`src/rtl/natural_log_pkg.sv`:
```
// rtl/natural_log_pkg.sv - Q-format widths, ln2 constant and log2 correction table for natural_log
package natural_log_pkg;
   localparam int IN_W  = 24;
   localparam int OUT_W = 12;
   localparam int FRAC  = 8;
   localparam int P_W   = 5;
   localparam int LOG_W = 14;

   localparam int LN2_Q16_DEFAULT   = 45426;
   localparam int OUT_FLOOR_DEFAULT = 4;

   typedef logic signed [LOG_W-1:0] log2_q8_t;

   // round(256*(log2(1+k/16) - k/16)), indexed by the top mantissa nibble
   localparam logic [4:0] CORR_LUT [16] = '{
      5'd0,  5'd6,  5'd12, 5'd15, 5'd18, 5'd20, 5'd22, 5'd22,
      5'd22, 5'd21, 5'd19, 5'd17, 5'd15, 5'd12, 5'd8,  5'd4
   };

   function automatic logic [4:0] corr_lookup(input logic [3:0] k);
      return CORR_LUT[k];
   endfunction
endpackage

```
`src/rtl/lzc_encoder_24.sv`:
```
// rtl/lzc_encoder_24.sv - combinational MSB-index priority encoder with zero flag
module lzc_encoder_24
   import natural_log_pkg::*;
(
   input  logic [IN_W-1:0] value,
   output logic [P_W-1:0]  msb_index,
   output logic            is_zero
);
   always_comb begin
      msb_index = '0;
      is_zero   = (value == '0);
      // later (higher) set bits overwrite earlier ones
      for (int i = 0; i < IN_W; i++) begin
         if (value[i]) msb_index = P_W'(i);
      end
   end
endmodule

```
`src/rtl/natural_log.sv`:
```
// rtl/natural_log.sv - 4-stage Q16.8 -> Q4.8 natural log; LN_LUT_CORR_EN enables mantissa correction LUT
module natural_log
   import natural_log_pkg::*;
#(
   parameter int OUT_FLOOR = OUT_FLOOR_DEFAULT,
   parameter int LN2_Q16   = LN2_Q16_DEFAULT
)(
   input  logic             clk,
   input  logic             reset,
   input  logic [IN_W-1:0]  in_8_shifted,
   output logic [OUT_W-1:0] out_8_shifted
);
   localparam logic signed [31:0] LN2_S   = 32'(LN2_Q16);
   localparam logic signed [31:0] OUT_MAX = 32'((1 << OUT_W) - 1);

   logic [IN_W-1:0] s1_x;
   logic            s1_v;

   logic [IN_W-1:0] s2_x;
   logic [P_W-1:0]  s2_p;
   logic            s2_zero;
   logic            s2_v;

   log2_q8_t        s3_log2;
   logic            s3_zero;
   logic            s3_v;

   logic [P_W-1:0]  p_enc;
   logic            zero_enc;

   lzc_encoder_24 u_lzc (
      .value     (s1_x),
      .msb_index (p_enc),
      .is_zero   (zero_enc)
   );

   logic [FRAC-1:0] frac;
   logic [4:0]      corr;
   log2_q8_t        log2_next;

   always_comb begin
      // normalise so the MSB sits at bit IN_W-1, then take the FRAC bits beneath it
      frac = FRAC'((s2_x << (P_W'(IN_W - 1) - s2_p)) >> (IN_W - 1 - FRAC));
`ifdef LN_LUT_CORR_EN
      corr = corr_lookup(frac[FRAC-1 -: 4]);
`else
      corr = '0;
`endif
      log2_next = log2_q8_t'({($signed({1'b0, s2_p}) - 6'sd8), 8'b0})
                + log2_q8_t'({6'b0, frac})
                + log2_q8_t'({9'b0, corr});
   end

   logic signed [31:0] log_ext;
   logic signed [31:0] prod;
   logic signed [31:0] scaled;
   logic [OUT_W-1:0]   result;

   always_comb begin
      log_ext = 32'(s3_log2);
      prod    = log_ext * LN2_S;
      scaled  = prod >>> 16;
      result  = scaled[OUT_W-1:0];
      if (s3_zero || scaled < OUT_FLOOR) begin
         result = OUT_W'(OUT_FLOOR);
      end else if (scaled > OUT_MAX) begin
         result = '1;
      end
   end

   // valid bits keep the output at its reset value until real data reaches stage 4
   always_ff @(posedge clk) begin
      if (reset) begin
         s1_x          <= '0;
         s1_v          <= 1'b0;
         s2_x          <= '0;
         s2_p          <= '0;
         s2_zero       <= 1'b0;
         s2_v          <= 1'b0;
         s3_log2       <= '0;
         s3_zero       <= 1'b0;
         s3_v          <= 1'b0;
         out_8_shifted <= '0;
      end else begin
         s1_x    <= in_8_shifted;
         s1_v    <= 1'b1;
         s2_x    <= s1_x;
         s2_p    <= p_enc;
         s2_zero <= zero_enc;
         s2_v    <= s1_v;
         s3_log2 <= log2_next;
         s3_zero <= s2_zero;
         s3_v    <= s2_v;
         if (s3_v) out_8_shifted <= result;
      end
   end
endmodule

```
`config.mk`:
```
export PLATFORM = sky130hd
export DESIGN_NAME = natural_log
export DESIGN_NICKNAME = d
export VERILOG_FILES = /design/src/rtl/natural_log_pkg.sv /design/src/rtl/lzc_encoder_24.sv /design/src/rtl/natural_log.sv
export SDC_FILE = /design/constraint.sdc
export NUM_CORES = 1
export LEC_CHECK = 0
export BUFFER_PORTS_ARGS = -buffer_cell sky130_fd_sc_hd__buf_2
export CAP_MARGIN = 20
export CORE_ASPECT_RATIO = 1.25
export CORE_MARGIN = 8
export CORE_UTILIZATION = 30
export CTS_BUF_LIST = sky130_fd_sc_hd__clkbuf_4 sky130_fd_sc_hd__clkbuf_8
export DETAILED_ROUTE_END_ITERATION = 16
export GPL_TIMING_DRIVEN = 0
export REMOVE_ABC_BUFFERS = 1
export SLEW_MARGIN = 15
export SYNTH_ARGS = -nofsm -noshare
export SYNTH_HDL_FRONTEND = slang
export SYNTH_HIERARCHICAL = 1
export SYNTH_SLANG_ARGS = --single-unit
```
`constraint.sdc`:
```
create_clock -name clk -period 7.8 [get_ports clk]
set_input_delay 0.78 -clock clk [delete_from_list [all_inputs] [get_ports clk]]
set_output_delay 0.78 -clock clk [all_outputs]
set_load 0.01 [all_outputs]
```
==> flow_summary_export.csv <==
group,metric,value,unit
synth,synth_edf_count,0,
placement,place_area,7990,um^2
worst_setup_path,crit_type,"flip-flop to flip-flop",
sta,clock.fmax,153,MHz
drt,routed_wl,15.6,mm
floorplan,rows,64,
placement,place.gp.congestion,0.853,
clocking,cts_resized,0,
synth,synthFlopType,"dfxtp_1",
hold_path,worstHoldStart,"s2_v$_SDFF_PP0_",
clocking,clock-sinks,83,
final_layout,nets,1027,
clocking,cts_buffers,9,
final_layout,antennaDiodeCount,0,
worst_setup_path,r2r-start,"s3_log2[11]$_SDFF_PP0_",
worst_setup_path,crit_path_max_fanout,12,
floorplan,start_util,30.5,%
clocking,cts_tree,"built",
clocking,h-tree-depth,3,
worst_setup_path,critPathRequiredTime,8040,ps
sta,hold_viol,0,
drt,routed-via-count,5486,
global_route,grt_pass1_vias,5533,
clocking,hold_buffers,0,
clocking,cts.path.max_buffers,2,
final_layout,final_cell_area,8190,um^2
hold_path,hold_end,"s3_v$_SDFF_PP0_",
run,drv_cap,0,
synth,synth_top_cell_by_area,"dfxtp_1",
floorplan,fp.dieH,193,um
synth,yosysWarnings,6,
sta,setup_viol,0,
sta,period_needed,6550,ps
drt,drt-pass1-iter-count,5,
floorplan,core,24500,um^2
worst_setup_path,start_kind,"flip-flop",
global_route,grt_max_degree,41,
sta,tightest_slew,941,ps
sta,finalMaxSlewViolations,0,
synth,syn_inst,801,
power_and_ir_drop,ir_worst_vdd,136,uV
global_route,grtUsageTotal,10.9,%
clocking,clkLatencyLatePin,370,ps
hold_path,min_path_type,"flip-flop to flip-flop",
synth,synth.most_common_cell,"inv_1",
drt,vias_per_cell,4.73,
synth,ys_seq_elements,83,
power_and_ir_drop,power,1.68,mW
drt,dr.max_layer_used,"met4",
drt,drt-met1-wl,7.22,mm
floorplan,dieArea,30300,um^2
worst_setup_path,reg2reg_depth,17,
global_route,grt_pass1_wl,26.6,mm
synth,syn_avg_cell_area,9.34,um^2
drt,wl_met2,7.69,mm
sta,slew_headroom,36.8,%
floorplan,die_x,157,um
final_layout,final_util,33.4,%
drt,dr.first_iter.drc_count,295,
final_layout,layout-drive-gt1-share,9.40,%
global_route,antenna_found_initial,0,
synth,synth_top_area_share,22.2,%
sta,clock-skew-final,12.2,ps
placement,dp_hpwl,13.1,mm
global_route,grt_overflow,0,
clocking,root_buffer,"clkbuf_8",
synth,synth_cell_type_count,71,
final_layout,area_growth,9.45,%
drt,ant_nets,0,
sta,grt_setup_unrepaired,"false",
worst_setup_path,end_kind,"flip-flop",
worst_setup_path,regToRegSetupSlack,1250,ps
clocking,clk_pin_slew,90,ps
sta,finalCritPeriodShare,84.0,%
placement,placedCellCount,1143,
worst_setup_path,timing.rr.end,"out_8_shifted[2]$_SDFFE_PP0P_",
placement,port_buffers,37,
worst_setup_path,cp_data_arrival_time,6800,ps
drt,met3_length,386,um
drt,wl_per_cell,13.5,um
status,status,"complete, no violations",
hold_path,min_delay_path_depth,1,
floorplan,ios,38,
synth,yosysSeqAreaShare,22.2,%
power_and_ir_drop,p_per_area,205,nW/um^2
final_layout,instances_no_fill,1160,
sta,tns,0,ps
synth,netlist_area,7480,um^2
power_and_ir_drop,leakage,3.99,nW
synth,async_flop_share,0,%
clocking,postCtsSetupBuffers,0,
synth,synth_common_cells,"inv_1 (133), ha_1 (116), dfxtp_1 (83)",
synth,ys_top_cells_by_area,"dfxtp_1 (22%), ha_1 (19%), fa_1 (16%)",
drt,drc,0,
-- cells by family (layout without fill, tap and decap cells) --
| kind of cell | Yosys count | count (layout) | share of synthesized area [%] |
|---|---|---|---|
| DFF | 83 | 83 | 22.2 |
| AOI/OAI and AO/OA | 141 | 141 | 13.6 |
| and+or+nand+nor | 201 | 201 | 14.5 |
| muxes | 33 | 33 | 5.17 |
| xor gates and xnor gates | 8 | 8 | 0.936 |
| buffers and inverters | 159 | 188 | 8.16 |
| adders and majority gates | 176 | 176 | 35.4 |
-- per-stage QoR --
stage / hold WS, ps / worst slack [ps]
final: 438 / 1250
after global routing: 463 / 796
after global placement: 419 / 1330
after detailed placement: 424 / 1260
after CTS: 443 / 1220
after floorplan: 414 / 2100
-- how the worst max path moves through the flow --
| stage | to | slack [ps] | start | cells past startpoint |
|---|---|---|---|---|
| finish | out_8_shifted[2]$_SDFFE_PP0P_ | 1250 | s3_log2[11]$_SDFF_PP0_ | 17 |
| global route | out_8_shifted[3]$_SDFFE_PP0P_ | 800 | s3_log2[11]$_SDFF_PP0_ | 17 |
| CTS | out_8_shifted[2]$_SDFFE_PP0P_ | 1220 | s3_log2[11]$_SDFF_PP0_ | 17 |
| detailed placement | out_8_shifted[3]$_SDFFE_PP0P_ | 1260 | s3_log2[11]$_SDFF_PP0_ | 17 |
| global placement | out_8_shifted[3]$_SDFFE_PP0P_ | 1330 | s3_log2[11]$_SDFF_PP0_ | 17 |
| floorplan | out_8_shifted[2]$_SDFFE_PP0P_ | 2100 | s3_log2[12]$_SDFF_PP0_ | 17 |
-- per-layer routing --
| metal | vias up | global-route usage (%) |
|---|---|---|
| met1 | 2614 | 13.4 |
| met2 | 93 | 19.0 |
| met4 | 0 | 4.26 |
| met3 | 18 | 1.28 |
| li1 | 2761 | - |
| met5 | - | 0 |
-- report_power, final --
part	total, mW	internal [mW]	leakage [nW]	switching (mW)
sequential	0.480	0.448	0.684	0.0320
clock	0.288	0.127	0.0933	0.161
combinational	0.915	0.367	3.22	0.547
-- worst max-delay path, stage by stage (launching register included) --
cell and delay (ps):
dfxtp_1 480, inv_1 180, fa_1 580, fa_1 530, fa_1 510, inv_1 70
fa_1 510, fa_1 520, ha_1 320, ha_1 420, nand2_1 160, o21ai_0 260
a221oi_1 130, o211ai_1 330, a31oi_1 150, xnor2_1 760, nor2_2 100, o41a_1 430
-- state kept, by name, summed over array words and instances, names as in the netlist --
signal,flops
s1_v,1
s2_zero,1
s2_p,5
s2_v,1
s3_zero,1
s3_v,1
s3_log2,14
out_8_shifted,12
s1_x,24
s2_x,23
-- area by class of cell --
class                   count  area (um^2)
clock inverters             6         47.5
fillers                  2599        16300
multi-input cells         559         5210
clock buffers              10          138
well taps                 330          413
inverters                 133          499
flip-flops and latches     83         1660
repair buffers             39          220
-- layout by cell type (no fill, tap or decap), drive strengths merged, types with 14 or more instances in the layout --
cell type and n:
inv 135, ha 116, dfxtp 83, nor2b 63, fa 60, nor2 42, buf 39, nand2 37
a21oi 33, o21ai 27, mux2i 24, nand3 14
No activity file was read; power rests on OpenSTA's default activity.
